==> config.mk <==
export PLATFORM = sky130hd
export DESIGN_NAME = maxpool_2d
export DESIGN_NICKNAME = d
export VERILOG_FILES = /design/src/rtl/nn_pkg.sv /design/src/rtl/pool_addr_gen.sv /design/src/rtl/maxpool_2d.sv
export SDC_FILE = /design/constraint.sdc
export NUM_CORES = 1
export LEC_CHECK = 0
export BUFFER_PORTS_ARGS = -buffer_cell sky130_fd_sc_hd__clkbuf_2
export CAP_MARGIN = 25
export CORE_MARGIN = 2
export CORE_UTILIZATION = 65
export DETAILED_ROUTE_END_ITERATION = 8
export GPL_TIMING_DRIVEN = 0
export MAX_ROUTING_LAYER = met4
export PLACE_DENSITY = 0.84
export SKIP_CTS_REPAIR_TIMING = 1
export SLEW_MARGIN = 20
export SYNTH_ARGS = -nofsm -noshare
export SYNTH_HDL_FRONTEND = slang
export SYNTH_SLANG_ARGS = --single-unit
==> constraint.sdc <==
create_clock -name clk_i -period 8.9 [get_ports clk_i]
set_input_delay 0.89 -clock clk_i [delete_from_list [all_inputs] [get_ports clk_i]]
set_output_delay 0.89 -clock clk_i [all_outputs]
set_load 0.02 [all_outputs]
==> src/rtl/nn_pkg.sv <==
//==============================================================================
// Module : nn_pkg
// Brief  : Shared types and helpers for the pooling stage.
// Rev    : 1.0  initial release
//==============================================================================
`default_nettype none

package nn_pkg;

    typedef enum logic [2:0] {
        S_IDLE  = 3'd0,
        S_ACK   = 3'd1,
        S_GRANT = 3'd2,
        S_READ  = 3'd3,
        S_DRAIN = 3'd4,
        S_WRITE = 3'd5,
        S_DONE  = 3'd6
    } pool_state_e;

    localparam int c_MAX_DW = 32;

    // Signed maximum; on a tie the first argument (the incumbent) is kept.
    function automatic logic signed [c_MAX_DW-1:0] smax(
        input logic signed [c_MAX_DW-1:0] a,
        input logic signed [c_MAX_DW-1:0] b
    );
        return (b > a) ? b : a;
    endfunction

endpackage

`default_nettype wire

==> src/rtl/pool_addr_gen.sv <==
//==============================================================================
// Module : pool_addr_gen
// Brief  : Window/row/column walker producing the input-map read address.
// Rev    : 1.0  initial release
//==============================================================================
`default_nettype none

module pool_addr_gen #(
    parameter int DataSizeW   = 26,
    parameter int PoolW       = 2,
    parameter int PoolH       = 2,
    parameter int OutW        = 13,
    parameter int OutH        = 13,
    parameter int InAddrWidth = 10
) (
    input  logic                   clk_i,
    input  logic                   reset_i,
    input  logic                   i_clear,
    input  logic                   i_step,
    input  logic                   i_next_win,
    output logic [InAddrWidth-1:0] o_addr,
    output logic                   o_last_elem,
    output logic                   o_last_win
);
    import nn_pkg::*;

    localparam int c_CW = 16;
    localparam logic [InAddrWidth-1:0] c_ONE          = InAddrWidth'(1);
    localparam logic [InAddrWidth-1:0] c_ROW_STEP     = InAddrWidth'(DataSizeW);
    localparam logic [InAddrWidth-1:0] c_COL_STEP     = InAddrWidth'(PoolW);
    localparam logic [InAddrWidth-1:0] c_WIN_ROW_STEP = InAddrWidth'(PoolH * DataSizeW);

    logic [c_CW-1:0]        r_wx, r_wy, r_ox, r_oy;
    logic [InAddrWidth-1:0] r_row_base, r_win_base, r_line_base, r_addr;

    logic                   w_wx_last, w_wy_last, w_ox_last, w_oy_last;
    logic [InAddrWidth-1:0] w_next_line, w_next_col, w_next_row;

    assign w_wx_last   = (r_wx == c_CW'(PoolW - 1));
    assign w_wy_last   = (r_wy == c_CW'(PoolH - 1));
    assign w_ox_last   = (r_ox == c_CW'(OutW - 1));
    assign w_oy_last   = (r_oy == c_CW'(OutH - 1));
    assign w_next_line = r_line_base + c_ROW_STEP;
    assign w_next_col  = r_win_base + c_COL_STEP;
    assign w_next_row  = r_row_base + c_WIN_ROW_STEP;

    assign o_addr      = r_addr;
    assign o_last_elem = w_wx_last && w_wy_last;
    assign o_last_win  = w_ox_last && w_oy_last;

    // Addresses are built purely by accumulation; trailing partial columns/rows are never reached.
    always_ff @(posedge clk_i or posedge reset_i) begin
        if (reset_i) begin
            r_wx        <= '0;
            r_wy        <= '0;
            r_ox        <= '0;
            r_oy        <= '0;
            r_row_base  <= '0;
            r_win_base  <= '0;
            r_line_base <= '0;
            r_addr      <= '0;
        end else if (i_clear) begin
            r_wx        <= '0;
            r_wy        <= '0;
            r_ox        <= '0;
            r_oy        <= '0;
            r_row_base  <= '0;
            r_win_base  <= '0;
            r_line_base <= '0;
            r_addr      <= '0;
        end else if (i_step) begin
            if (w_wx_last) begin
                r_wx        <= '0;
                r_wy        <= r_wy + c_CW'(1);
                r_line_base <= w_next_line;
                r_addr      <= w_next_line;
            end else begin
                r_wx        <= r_wx + c_CW'(1);
                r_addr      <= r_addr + c_ONE;
            end
        end else if (i_next_win) begin
            r_wx <= '0;
            r_wy <= '0;
            if (w_ox_last) begin
                r_ox        <= '0;
                r_oy        <= r_oy + c_CW'(1);
                r_row_base  <= w_next_row;
                r_win_base  <= w_next_row;
                r_line_base <= w_next_row;
                r_addr      <= w_next_row;
            end else begin
                r_ox        <= r_ox + c_CW'(1);
                r_win_base  <= w_next_col;
                r_line_base <= w_next_col;
                r_addr      <= w_next_col;
            end
        end
    end

endmodule

`default_nettype wire

==> src/rtl/maxpool_2d.sv <==
//==============================================================================
// Module : maxpool_2d
// Brief  : Non-overlapping signed max-pool over an activation RAM, with handshakes.
// Rev    : 1.0  initial release
//==============================================================================
`default_nettype none

module maxpool_2d #(
    parameter int DataSizeW    = 26,
    parameter int DataSizeH    = 26,
    parameter int PoolW        = 2,
    parameter int PoolH        = 2,
    parameter int DataWidth    = 8,
    parameter int ReluEn       = 0,
    parameter int OutW         = DataSizeW / PoolW,
    parameter int OutH         = DataSizeH / PoolH,
    parameter int InAddrWidth  = $clog2(DataSizeW * DataSizeH),
    parameter int OutAddrWidth = (OutW * OutH > 1) ? $clog2(OutW * OutH) : 1
) (
    input  logic                    clk_i,
    input  logic                    reset_i,
    input  logic                    req_i,
    output logic                    ack_o,
    output logic                    req_o,
    input  logic                    ack_i,
    input  logic                    ready_i,
    output logic                    ready_o,
    output logic                    in_actv_req_o,
    input  logic                    in_actv_grant_i,
    output logic [InAddrWidth-1:0]  actv_in_ram_addr,
    output logic                    actv_in_ram_we,
    input  logic [DataWidth-1:0]    actv_in_ram_din,
    output logic [OutAddrWidth-1:0] actv_out_ram_addr,
    output logic                    actv_out_ram_we,
    output logic [DataWidth-1:0]    actv_out_ram_dout
);
    import nn_pkg::*;

    localparam logic [OutAddrWidth-1:0] c_OADDR_ONE = OutAddrWidth'(1);

    pool_state_e             r_state;
    logic                    r_ack, r_req, r_ready, r_in_req, r_we;
    logic                    r_rd_vld, r_first;
    logic [OutAddrWidth-1:0] r_oaddr;
    logic [DataWidth-1:0]    r_dout, r_max;

    logic                    w_last_elem, w_last_win;
    logic                    w_clear, w_step, w_next_win;
    logic [DataWidth-1:0]    w_fold, w_result;

    assign w_clear    = (r_state == S_ACK);
    assign w_step     = (r_state == S_READ) && !w_last_elem;
    assign w_next_win = (r_state == S_WRITE) && !w_last_win;

    pool_addr_gen #(
        .DataSizeW   (DataSizeW),
        .PoolW       (PoolW),
        .PoolH       (PoolH),
        .OutW        (OutW),
        .OutH        (OutH),
        .InAddrWidth (InAddrWidth)
    ) u_addr_gen (
        .clk_i       (clk_i),
        .reset_i     (reset_i),
        .i_clear     (w_clear),
        .i_step      (w_step),
        .i_next_win  (w_next_win),
        .o_addr      (actv_in_ram_addr),
        .o_last_elem (w_last_elem),
        .o_last_win  (w_last_win)
    );

    // The first element of each window seeds the max, so all-negative windows pool correctly.
    assign w_fold   = r_first ? actv_in_ram_din
                    : DataWidth'(smax(c_MAX_DW'($signed(r_max)), c_MAX_DW'($signed(actv_in_ram_din))));
    assign w_result = ((ReluEn != 0) && w_fold[DataWidth-1]) ? '0 : w_fold;

    assign ack_o             = r_ack;
    assign req_o             = r_req;
    assign ready_o           = r_ready;
    assign in_actv_req_o     = r_in_req;
    assign actv_in_ram_we    = 1'b0;
    assign actv_out_ram_addr = r_oaddr;
    assign actv_out_ram_we   = r_we;
    assign actv_out_ram_dout = r_dout;

    always_ff @(posedge clk_i or posedge reset_i) begin
        if (reset_i) begin
            r_state  <= S_IDLE;
            r_ack    <= 1'b0;
            r_req    <= 1'b0;
            r_ready  <= 1'b1;
            r_in_req <= 1'b0;
            r_we     <= 1'b0;
            r_rd_vld <= 1'b0;
            r_first  <= 1'b0;
            r_oaddr  <= '0;
            r_dout   <= '0;
            r_max    <= '0;
        end else begin
            r_ack    <= 1'b0;
            r_we     <= 1'b0;
            // Read data lags the address by one cycle.
            r_rd_vld <= (r_state == S_READ);
            if (r_rd_vld) begin
                r_max   <= w_fold;
                r_first <= 1'b0;
            end
            case (r_state)
                S_IDLE: begin
                    if (req_i && ready_i) begin
                        r_state <= S_ACK;
                        r_ack   <= 1'b1;
                        r_ready <= 1'b0;
                    end
                end
                S_ACK: begin
                    r_state  <= S_GRANT;
                    r_in_req <= 1'b1;
                    r_oaddr  <= '0;
                end
                S_GRANT: begin
                    if (in_actv_grant_i) begin
                        r_state <= S_READ;
                        r_first <= 1'b1;
                    end
                end
                S_READ: begin
                    if (w_last_elem) begin
                        r_state <= S_DRAIN;
                    end
                end
                S_DRAIN: begin
                    r_state <= S_WRITE;
                    r_we    <= 1'b1;
                    r_dout  <= w_result;
                    if (w_last_win) begin
                        r_in_req <= 1'b0;
                    end
                end
                S_WRITE: begin
                    if (w_last_win) begin
                        r_state <= S_DONE;
                        r_req   <= 1'b1;
                    end else begin
                        r_state <= S_READ;
                        r_first <= 1'b1;
                        r_oaddr <= r_oaddr + c_OADDR_ONE;
                    end
                end
                S_DONE: begin
                    if (ack_i) begin
                        r_state <= S_IDLE;
                        r_req   <= 1'b0;
                        r_ready <= 1'b1;
                    end
                end
                default: begin
                    r_state <= S_IDLE;
                end
            endcase
        end
    end

endmodule

`default_nettype wire

* Word-level counts from Yosys, hierarchy flattened *
Cells that the tools add are included.

storage, ports and cells
  output and inout port bits = 32
  ROM bits = 0
  latch bits = 0
  register bits = 138
  word-level logic and storage cells = 125
  memories kept = 0
  input port bits = 14
  bits in writable memories = 0

operators by class
  mux-type cells = 54
  shift-type cells = 0
  $mul = 0
  order comparisons = 1
  eq/ne operators = 19
  divide/modulo/power cells = 0
  reductions and logical operators = 23
  bitwise logic cells = 0
  $add $sub $neg = 9

operators with widths
  cell                     number
  $mux W16                 15
  $mux W10                 14
  $add A16 B1 Y16 const B  4
  $eq A16 B1 Y1 const B    2
  $eq A16 B4 Y1 const B    2
  $mux W8                  3
  $pmux W3 S7              1
  $pmux W8 S2              1
  $mux W3                  5
  $ne A2 B2 Y1 const B     7
  $reduce_bool A2 Y1       6
  $mux W1                  11
  $add A10 B1 Y10 const B  1
  $add A10 B2 Y10 const B  1
  $add A10 B5 Y10 const B  1
  $add A10 B6 Y10 const B  1
  $eq A3 B3 Y1 const B     3
  $reduce_and A3 Y1        3
  $add A8 B1 Y8 const B    1
  $gt A8 B8 Y1             1
  $pmux W1 S2              4
  $reduce_and A2 Y1        4
  $eq A3 B2 Y1 const B     2
  $logic_and A1 B1 Y1      5
  7 further kinds          8

* Longest topological paths before layout *
Gate-level depths: netlist (run 1).

  depth after elaboration = 7
  gate-level depth with buffers = 11
  gate-level depth less buffers = 8

* Cells and area by module *
From an unflattened synthesis (run 1), not the netlist that was laid out.

unflattened totals
  cell total of the unflattened synthesis = 801
  area, all modules = 7576.0 um^2

by module, submodules not included
  module         cells each  instances  sequential area each (um^2)  area each (um^2)
  pool_addr_gen  638         1          2552.4                       5809.3
  maxpool_2d     163         1          852.1                        1766.7

* Worst setup path before layout (run 1) *
OpenSTA, ideal clock, no wires.

  path type = input to register
  start point = input port actv_in_ram_din[7]
  end point = register r_max[0]
  path buffers = 0
  slack = 6.099 ns
  data required time = 8.775 ns
  arrival = 2.676 ns
  stages on the path = 6
  setup time = 0.125 ns
  cells stage by stage = ha_1 -> and4_1 -> a21oi_1 -> o22ai_1 -> nor3_1 -> mux2_2

on the way
  word-level cells in the longest chain between the ends = 3

ends and longest elaborated chain
  element               line               source
  start, declared       maxpool_2d.sv:32   input logic [DataWidth-1:0] actv_in_ram_din,
  $gt A8 B8 Y1          nn_pkg.sv:27       return (b > a) ? b : a;
  $mux W8               nn_pkg.sv:27
  $mux W8               maxpool_2d.sv:74   assign w_fold = r_first ? actv_in_ram_din
  end signal, assigned  maxpool_2d.sv:106  r_max <= w_fold;
  end, declared         maxpool_2d.sv:45   logic [DataWidth-1:0] r_dout, r_max;

Every way passes these cells.
A chain may end at the register's enable or synchronous reset.

* Worst setup path after layout (run 1) *
  start point = register u_addr_gen.r_ox[0]
  end point = register u_addr_gen.r_addr[4] (netlist: u_addr_gen.o_addr[4])

on the way
  word-level cells in the longest chain between the ends = 5
  elaborated cells between the ends (all ways) = 9
  those cells by class = eq/ne: 1; mux: 4; reduce/logical: 4

ends and longest elaborated chain
  element                                          line                                      source
  start, declared                                  pool_addr_gen.sv:33                       logic [c_CW-1:0] r_wx, r_wy, r_ox, r_oy;
  start signal, assigned                           pool_addr_gen.sv:92                       r_ox <= r_ox + c_CW'(1);
  $eq A16 B4 Y1 (*)                                pool_addr_gen.sv:41                       assign w_ox_last = (r_ox == c_CW'(OutW - 1));
  $mux W10 or $logic_and A1 B1 Y1 (tied branches)  pool_addr_gen.sv:84, pool_addr_gen.sv:49
  $mux W10 or $logic_not A1 Y1 (tied branches)     pool_addr_gen.sv:81, maxpool_2d.sv:53
  $mux W10 or $logic_and A1 B1 Y1 (tied branches)  pool_addr_gen.sv:71, maxpool_2d.sv:53
  $mux W10 or $reduce_bool A3 Y1 (tied branches)   --
  end signal, assigned                             pool_addr_gen.sv:76                       r_addr <= w_next_line;
  end signal, assigned                             pool_addr_gen.sv:79                       r_addr <= r_addr + c_ONE;
  end signal, assigned                             pool_addr_gen.sv:90                       r_addr <= w_next_row;
  end, declared                                    pool_addr_gen.sv:34                       logic [InAddrWidth-1:0] r_row_base, r_win_base, r_line_base, r_addr;

Mark *: on every way between the ends. The rest lies on a longest branch, timed or not. The select of a mux whose other input is x is not followed.

==> results of run 1 <==
where the power goes:
| part | leakage, nW | switching (mW) | internal [mW] |
|---|---|---|---|
| logic | 1.59 | 0.627 | 0.299 |
| clock network | 0.298 | 0.269 | 0.472 |
| registers | 1.81 | 0.110 | 0.720 |
| total | 3.70 | 1.01 | 1.49 |
worst reg2reg max path, delay by kind of cell, from the launching register on:
family | cells | cell delay, ns
buf+inv | 4 | 1.20
fa+ha+maj | 1 | 0.14
simple gates | 3 | 0.72
compound gates | 2 | 0.57
flops | 1 | 0.44
metal layers:
metal  wire, microns  vias up  GRT usage, %  part of all wire, %
met4             500        0          12.8                  2.6
met1            7920     3342          43.7                   41
li1                -     3097             -                    -
met5               0        -             -                    0
met3            1410       61          7.73                  7.3
met2            9420      352          52.3                   49
final cells by class:
cell class | instances | area, sq um | area share [%]
plain buffers | 38 | 165 | 1.93
clock buffers | 18 | 439 | 5.13
clock inverters | 12 | 176 | 2.06
inverters | 28 | 113 | 1.32
multi-input cells | 621 | 3820 | 44.7
flip-flops and latches | 136 | 3400 | 39.8
well taps | 143 | 179 | 2.09
repair buffers | 46 | 255 | 2.98
sequential cells by signal, indices dropped and copies added (netlist names), 10 cells and up:
signal                  count
u_addr_gen.o_addr          10
u_addr_gen.r_line_base     10
u_addr_gen.r_ox            16
u_addr_gen.r_oy            16
u_addr_gen.r_win_base      10
u_addr_gen.r_wx            16
u_addr_gen.r_wy            16
stage by stage:
step                power [mW]  setup WS, ns
floorplan                 1.44          4.37
global placement          1.68          2.95
detailed placement        1.73          5.66
CTS                       2.48          5.83
global route              2.62          5.59
finish                    2.50          5.76
placed cells by master, fill, tap and decap left out, drive strengths merged, types with 4 or more instances in the layout:
| cell | count |
|---|---|
| a211oi | 6 |
| a21o | 4 |
| a21oi | 42 |
| a22o | 6 |
| a31oi | 12 |
| and2 | 10 |
| and3 | 9 |
| and4 | 7 |
| buf | 9 |
| bufinv | 4 |
| clkbuf | 93 |
| clkinv | 5 |
| dfrtp | 135 |
| ha | 21 |
| inv | 29 |
| mux2 | 9 |
| mux2i | 6 |
| nand2 | 83 |
| nand2b | 6 |
| nand3 | 36 |
| nand4 | 26 |
| nor2 | 74 |
| nor3 | 28 |
| nor4 | 11 |
| nor4b | 9 |
| o211ai | 10 |
| o21ai | 74 |
| o22ai | 5 |
| o31ai | 15 |
| or3 | 14 |
| or3b | 7 |
| xnor2 | 34 |
| xor2 | 28 |
cell families (layout without fill, tap and decap cells):
group | count (synthesis) | count (layout)
adders and majority gates | 21 | 21
other | 1 | 1
and+or+nand+nor | 331 | 331
AOI/OAI and AO/OA | 191 | 191
xor gates and xnor gates | 62 | 62
DFF | 136 | 136
buffers and inverters | 66 | 142
muxes | 15 | 15
worst paths after layout:
| kind | depth (start not counted) | slack (ns) | endpoint | startpoint |
|---|---|---|---|---|
| max | 10 | 5.76 | u_addr_gen.o_addr[4] | u_addr_gen.r_ox[0] |
| min | 2 | 0.50 | r_max[3] | reset_i |
| max reg2reg | 10 | 5.76 | u_addr_gen.o_addr[4] | u_addr_gen.r_ox[0] |
| min reg2reg | 1 | 0.51 | u_addr_gen.r_line_base[0] | u_addr_gen.r_win_base[0] |
| max in group asynchronous | 3 | 7.70 | u_addr_gen.r_wx[14] | reset_i |
| min in group clk_i | 1 | 0.51 | u_addr_gen.r_line_base[0] | u_addr_gen.r_win_base[0] |
==> impl_metrics.py, run 1 <==
metrics = {
    "synth": {
        "area_fraction_in_compound_gates_after_synthesis_pct": 15.6,
        "combinational_family_with_the_most_area_after_synthesis": "simple AND/OR/NAND/NOR gates",
        "yosys_top_cell_area_share_pct": 45.1,
        "synth_area_leaders": "dfrtp_1 (45%), o21ai_0 (4.8%), nand2_1 (4.1%), xnor2_1 (4.0%), nor2_1 (3.7%)",
        "syn_avg_cell_area_sq_um": 9.11,
        "number_of_distinct_library_cell_variants_in_the_gate_level_netlist_after_synthesis": 59,
        "synthAdderAreaFrac_pct": 3.50,
        "yosys-mux-area-fraction_pct": 2.15,
        "yosysMostFrequentCell": "dfrtp_1",
        "synth_xor_area_share_pct": 7.24,
        "synth.cells.most_frequent": "dfrtp_1 (135), nand2_1 (82), nor2_1 (74)",
        "postSynthNetCount": 858,
        "post_synthesis_cell_area_sq_um": 7500,
        "simple_gate_portion_of_the_synthesized_area_pct": 22.4,
        "ys_ff_latch": 136,
        "yosys_warnings": 0,
        "number_of_synthesized_flops_with_an_enable_pin": 0,
        "syn-instance-count": 823,
        "postSynth.asyncResetShare_pct": 100,
        "synth_largest_area_cell": "dfrtp_1",
        "ys.flop_type": "dfrtp_1",
        "synth-seq-area-share_pct": 45.4,
    },
    "timing": {
        "finalMaxSlewViolations": 0,
        "final-hold-violation-count": 0,
        "holdWs_ns": 0.495,
        "slew_headroom_pct": 30.2,
        "clock.fmax_ghz": 0.319,
        "setup_viol": 0,
        "finalClockSkew_ns": 0.00895,
        "timing.final.crit_period_ns": 3.14,
        "final.period_utilization_pct": 35.3,
        "finalSetupTns_ns": 0,
        "rsz_0062_raised_after_global_routing": "false",
        "tightest_slew_ns": 1.04,
    },
    "outcome": {
        "run_status": "complete, no violations",
    },
    "cts": {
        "clock_sink_count": 136,
        "cts.clk_slew.worst_paths_ns": 0.06,
        "root_buffer": "clkbuf_16",
        "tritoncts.num_buffers": 17,
        "max_buffers_root_to_sink": 2,
        "htree_levels": 4,
        "tritoncts": "done",
        "clock_insertion_delay_at_the_later_pin_of_the_skew_report_ns": 0.43,
    },
    "cells_and_area": {
        "design_area_sq_um": 8550,
        "layout.filler_cells": 774,
        "layout-area-overhead-vs-synth_pct": 14.1,
        "post_layout_utilization_of_the_core_pct": 75.6,
        "final_nets": 923,
        "n_antenna_cell": 0,
        "instances_no_fill": 1042,
        "drive_above_1_share_pct": 11.8,
    },
    "setup_path": {
        "crit_path_max_fanout": 10,
        "worstPathCellList": "inv_1, ha_1, nor4b_1, and4_1, clkbuf_1, a311o_1, buf_2, buf_1, nand3_1, o211ai_1",
        "cpPeakStageDelay_ns": 0.45,
        "cp-start-kind": "flip-flop",
        "critical_path_arrival_ns": 3.47,
        "crit_required_ns": 9.24,
        "setup.worst_path.class": "reg -> reg",
        "critical_path_buf_inv_count": 4,
        "worst_path_max_delay_cell": "buf_1",
        "cell_type_group_with_the_largest_total_delay_on_the_critical_path": "buffers and inverters",
        "crit_path_end_kind": "flip-flop",
    },
    "detailed_routing": {
        "avg_vias_per_cell": 6.58,
        "wire_per_inst_microns": 18.5,
        "detail-route-antenna-nets": 0,
        "tritonroute_pass_1_iters": 6,
        "drt_iter0_drc": 794,
        "post-route-drc-count": 0,
        "dr_total_vias": 6852,
        "finalWirelength_microns": 19200,
    },
    "floorplanning": {
        "std_cell_rows": 39,
        "pin_count": 46,
        "die_area_sq_um": 12400,
        "fp.dieW_microns": 111,
        "initial_standard_cell_utilization_of_the_core_pct": 66.2,
        "die-height_microns": 111,
        "core_area_sq_um": 11300,
    },
    "job": {
        "maxCapViolCount": 0,
    },
    "pwr": {
        "max-vdd-ir-drop_uv": 253,
        "leakagePower_nw": 3.70,
        "power.density_nw_per_um2": 292,
    },
    "place": {
        "placedInstanceArea_sq_um": 7940,
        "dp_hpwl_microns": 13100,
        "port-buffer-count": 44,
        "place.detailed.instances": 1012,
        "gpl.final_weighted_congestion": 0.947,
    },
    "global_route": {
        "grt.overflow.total": 0,
        "grt_first_pass_wirelength_microns": 32700,
        "pin_count_of_the_biggest_net_entering_global_routing": 70,
        "initial_antenna_violation_count": 0,
        "number_of_global_route_vias_before_repair": 6771,
        "grtUsageTotal_pct": 33.7,
    },
    "min_path": {
        "timing.hold.worst.class": "in -> async",
    },
}
No activity file was read; power rests on OpenSTA's default activity.
==> inputs of run 2 (changes only) <==
Settings changed: CORE_UTILIZATION 65 to 61, PLACE_DENSITY 0.84 to 0.8.
Clock period 8.9 ns to 3.1 ns, I/O delays scaled along.
==> run 2 against run 1 <==
Global-route usage fell by 2.3 points. Hold slack worse by 0.36 ns. Non-clock buffer count grew 5. Clock skew rose by 0.0012 ns. Flip-flop and latch count is the same. Via count down 1.3%. Routed wire length fell by 1.6%. Clock-buffer cell count grew 3. Critical path depth unchanged. Sequential share of layout area down 0.28 points. Total power increased to 2.8 times the previous value. Largest cell class unchanged.
==> impl_metrics.py, run 2 (synthesized netlist as in run 1, its figures left out) <==
metrics = {
    "setup_path": {
        "setup.worst_path.class": "reg -> reg",
        "crit_path_max_fanout": 10,
        "crit_required_ns": 3.44,
        "reg2reg_setup_slack_ns": 0.11,
        "cp-start-kind": "flip-flop",
        "crit_path_end_kind": "flip-flop",
        "critical_path_arrival_ns": 3.33,
    },
    "floorplanning": {
        "std_cell_rows": 40,
        "fp.dieW_microns": 115,
        "core_area_sq_um": 12000,
        "die_area_sq_um": 13200,
        "pin_count": 46,
        "initial_standard_cell_utilization_of_the_core_pct": 62.4,
        "die-height_microns": 115,
    },
    "timing": {
        "slew_headroom_pct": 47.1,
        "timing.final.crit_period_ns": 2.99,
        "clock.fmax_ghz": 0.335,
        "final-hold-violation-count": 0,
        "final.period_utilization_pct": 96.4,
        "fin_ws_ns": 0.111,
        "holdWs_ns": 0.139,
        "finalMaxSlewViolations": 0,
        "tightest_slew_ns": 0.785,
        "setup_viol": 0,
        "finalClockSkew_ns": 0.0101,
    },
    "place": {
        "placement.setup.worst_slack_ns": -0.00993,
        "gpl.final_weighted_congestion": 0.974,
        "dp_hpwl_microns": 13500,
        "placedInstanceArea_sq_um": 8020,
        "port-buffer-count": 44,
    },
    "detailed_routing": {
        "dr_total_vias": 6761,
        "tritonroute_pass_1_iters": 5,
        "finalWirelength_microns": 18900,
        "avg_vias_per_cell": 6.42,
        "detail-route-antenna-nets": 0,
        "post-route-drc-count": 0,
        "drt_iter0_drc": 669,
        "wire_per_inst_microns": 18.0,
    },
    "pwr": {
        "design_power_total_mw": 6.93,
        "share_clk_of_total_power_pct": 27.4,
        "power_switching_share_pct": 41.3,
        "power.net_switching_mw": 2.86,
        "power.density_nw_per_um2": 804,
        "power_report.internal_total_mw": 4.07,
        "seqPwrFrac_pct": 34.2,
        "comb_power_share_pct": 38.4,
        "leakagePower_nw": 3.72,
        "max-vdd-ir-drop_uv": 645,
    },
    "cts": {
        "clock_sink_count": 136,
        "tritoncts.num_buffers": 17,
        "root_buffer": "clkbuf_16",
        "max_buffers_root_to_sink": 2,
        "tritoncts": "done",
        "clock_insertion_delay_at_the_later_pin_of_the_skew_report_ns": 0.43,
        "htree_levels": 4,
        "cts.clk_slew.worst_paths_ns": 0.06,
    },
    "cells_and_area": {
        "drive_above_1_share_pct": 13.1,
        "commonest_cells_after_routing_fill_and_taps_aside": "dfrtp_1 (135), nand2_1 (82), nor2_1 (74)",
        "layout-area-overhead-vs-synth_pct": 14.9,
        "n_antenna_cell": 0,
        "layout.cells.most_common": "dfrtp_1",
        "design_area_sq_um": 8610,
        "final_nets": 928,
    },
    "global_route": {
        "grt_first_pass_wirelength_microns": 31900,
        "initial_antenna_violation_count": 0,
        "grtUsageTotal_pct": 31.3,
        "number_of_global_route_vias_before_repair": 6674,
        "grt.overflow.total": 0,
        "pin_count_of_the_biggest_net_entering_global_routing": 27,
    },
    "outcome": {
        "run_status": "complete, no violations",
    },
    "min_path": {
        "timing.hold.worst.class": "in -> reg",
    },
    "job": {
        "maxCapViolCount": 0,
    },
}
## run 2: cell types whose count changed in the layout (fill, tap and decap cells not counted), moves of 2 or more
| cell | delta |
|---|---|
| buf_12 | +3 |
| bufinv_16 | -3 |
| clkbuf_1 | -2 |
| clkbuf_2 | +6 |
| clkinvlp_4 | +3 |
## run 2: metrics by stage
step	setup TNS, ns	utilization [%]	std cells
finish	0	71.7	1053
floorplan	0	-	823
global placement	0	65.8	1014
detailed placement	-0.00993	66.8	1019
global route	-0.0221	71.7	1053
CTS	-0.0299	71.4	1051
## run 2: layout make-up
cell class / count / area (sq um)
fill: 930 / 3400
multi-input combinational: 621 / 3840
clock inverter: 11 / 101
timing repair buffer: 51 / 350
inverter: 28 / 109
buffer: 38 / 173
clock buffer: 21 / 450
tap: 147 / 184
sequential: 136 / 3400
## run 2: layer usage
layer  up-vias  GRT usage, %  routed length [microns]
li1       3102             -                        -
met1      3358          39.2                     8030
met2       261          51.2                     9340
met3        40          6.54                     1190
met4         0          10.4                      389
met5         -             -                        0
## run 2: power by group through the flow
stage / Sequential, mW / Clock [mW] / Combinational [mW]
4_1_cts: 2.36 / 1.90 / 2.58
3_3_place_gp: 2.37 / 0 / 2.46
2_1_floorplan: 2.46 / 0 / 1.66
3_5_place_dp: 2.39 / 0 / 2.56
6_report: 2.37 / 1.90 / 2.66
5_1_grt: 2.41 / 1.98 / 2.94
## run 2: critical path, cell delays in order, from the launching register on
cell	delay, ns
dfrtp_1	0.43
inv_1	0.06
ha_1	0.19
nor4b_2	0.17
and4_1	0.20
clkbuf_1	0.19
a311oi_4	0.63
o21ai_2	0.17
buf_6	0.17
or4_1	0.49
a21oi_1	0.17
## run 2: worst paths after layout
check	start	end	cells after the start
worst max-delay path	u_addr_gen.r_ox[0]	u_addr_gen.r_wy[9]	10
worst min-delay path	ready_i	ack_o	3
min in group asynchronous	reset_i	u_addr_gen.r_ox[10]	3
worst min register to register	u_addr_gen.r_line_base[9]	u_addr_gen.r_line_base[9]	2
worst max register to register	u_addr_gen.r_ox[0]	u_addr_gen.r_wy[9]	10
max in group asynchronous	reset_i	r_max[3]	6
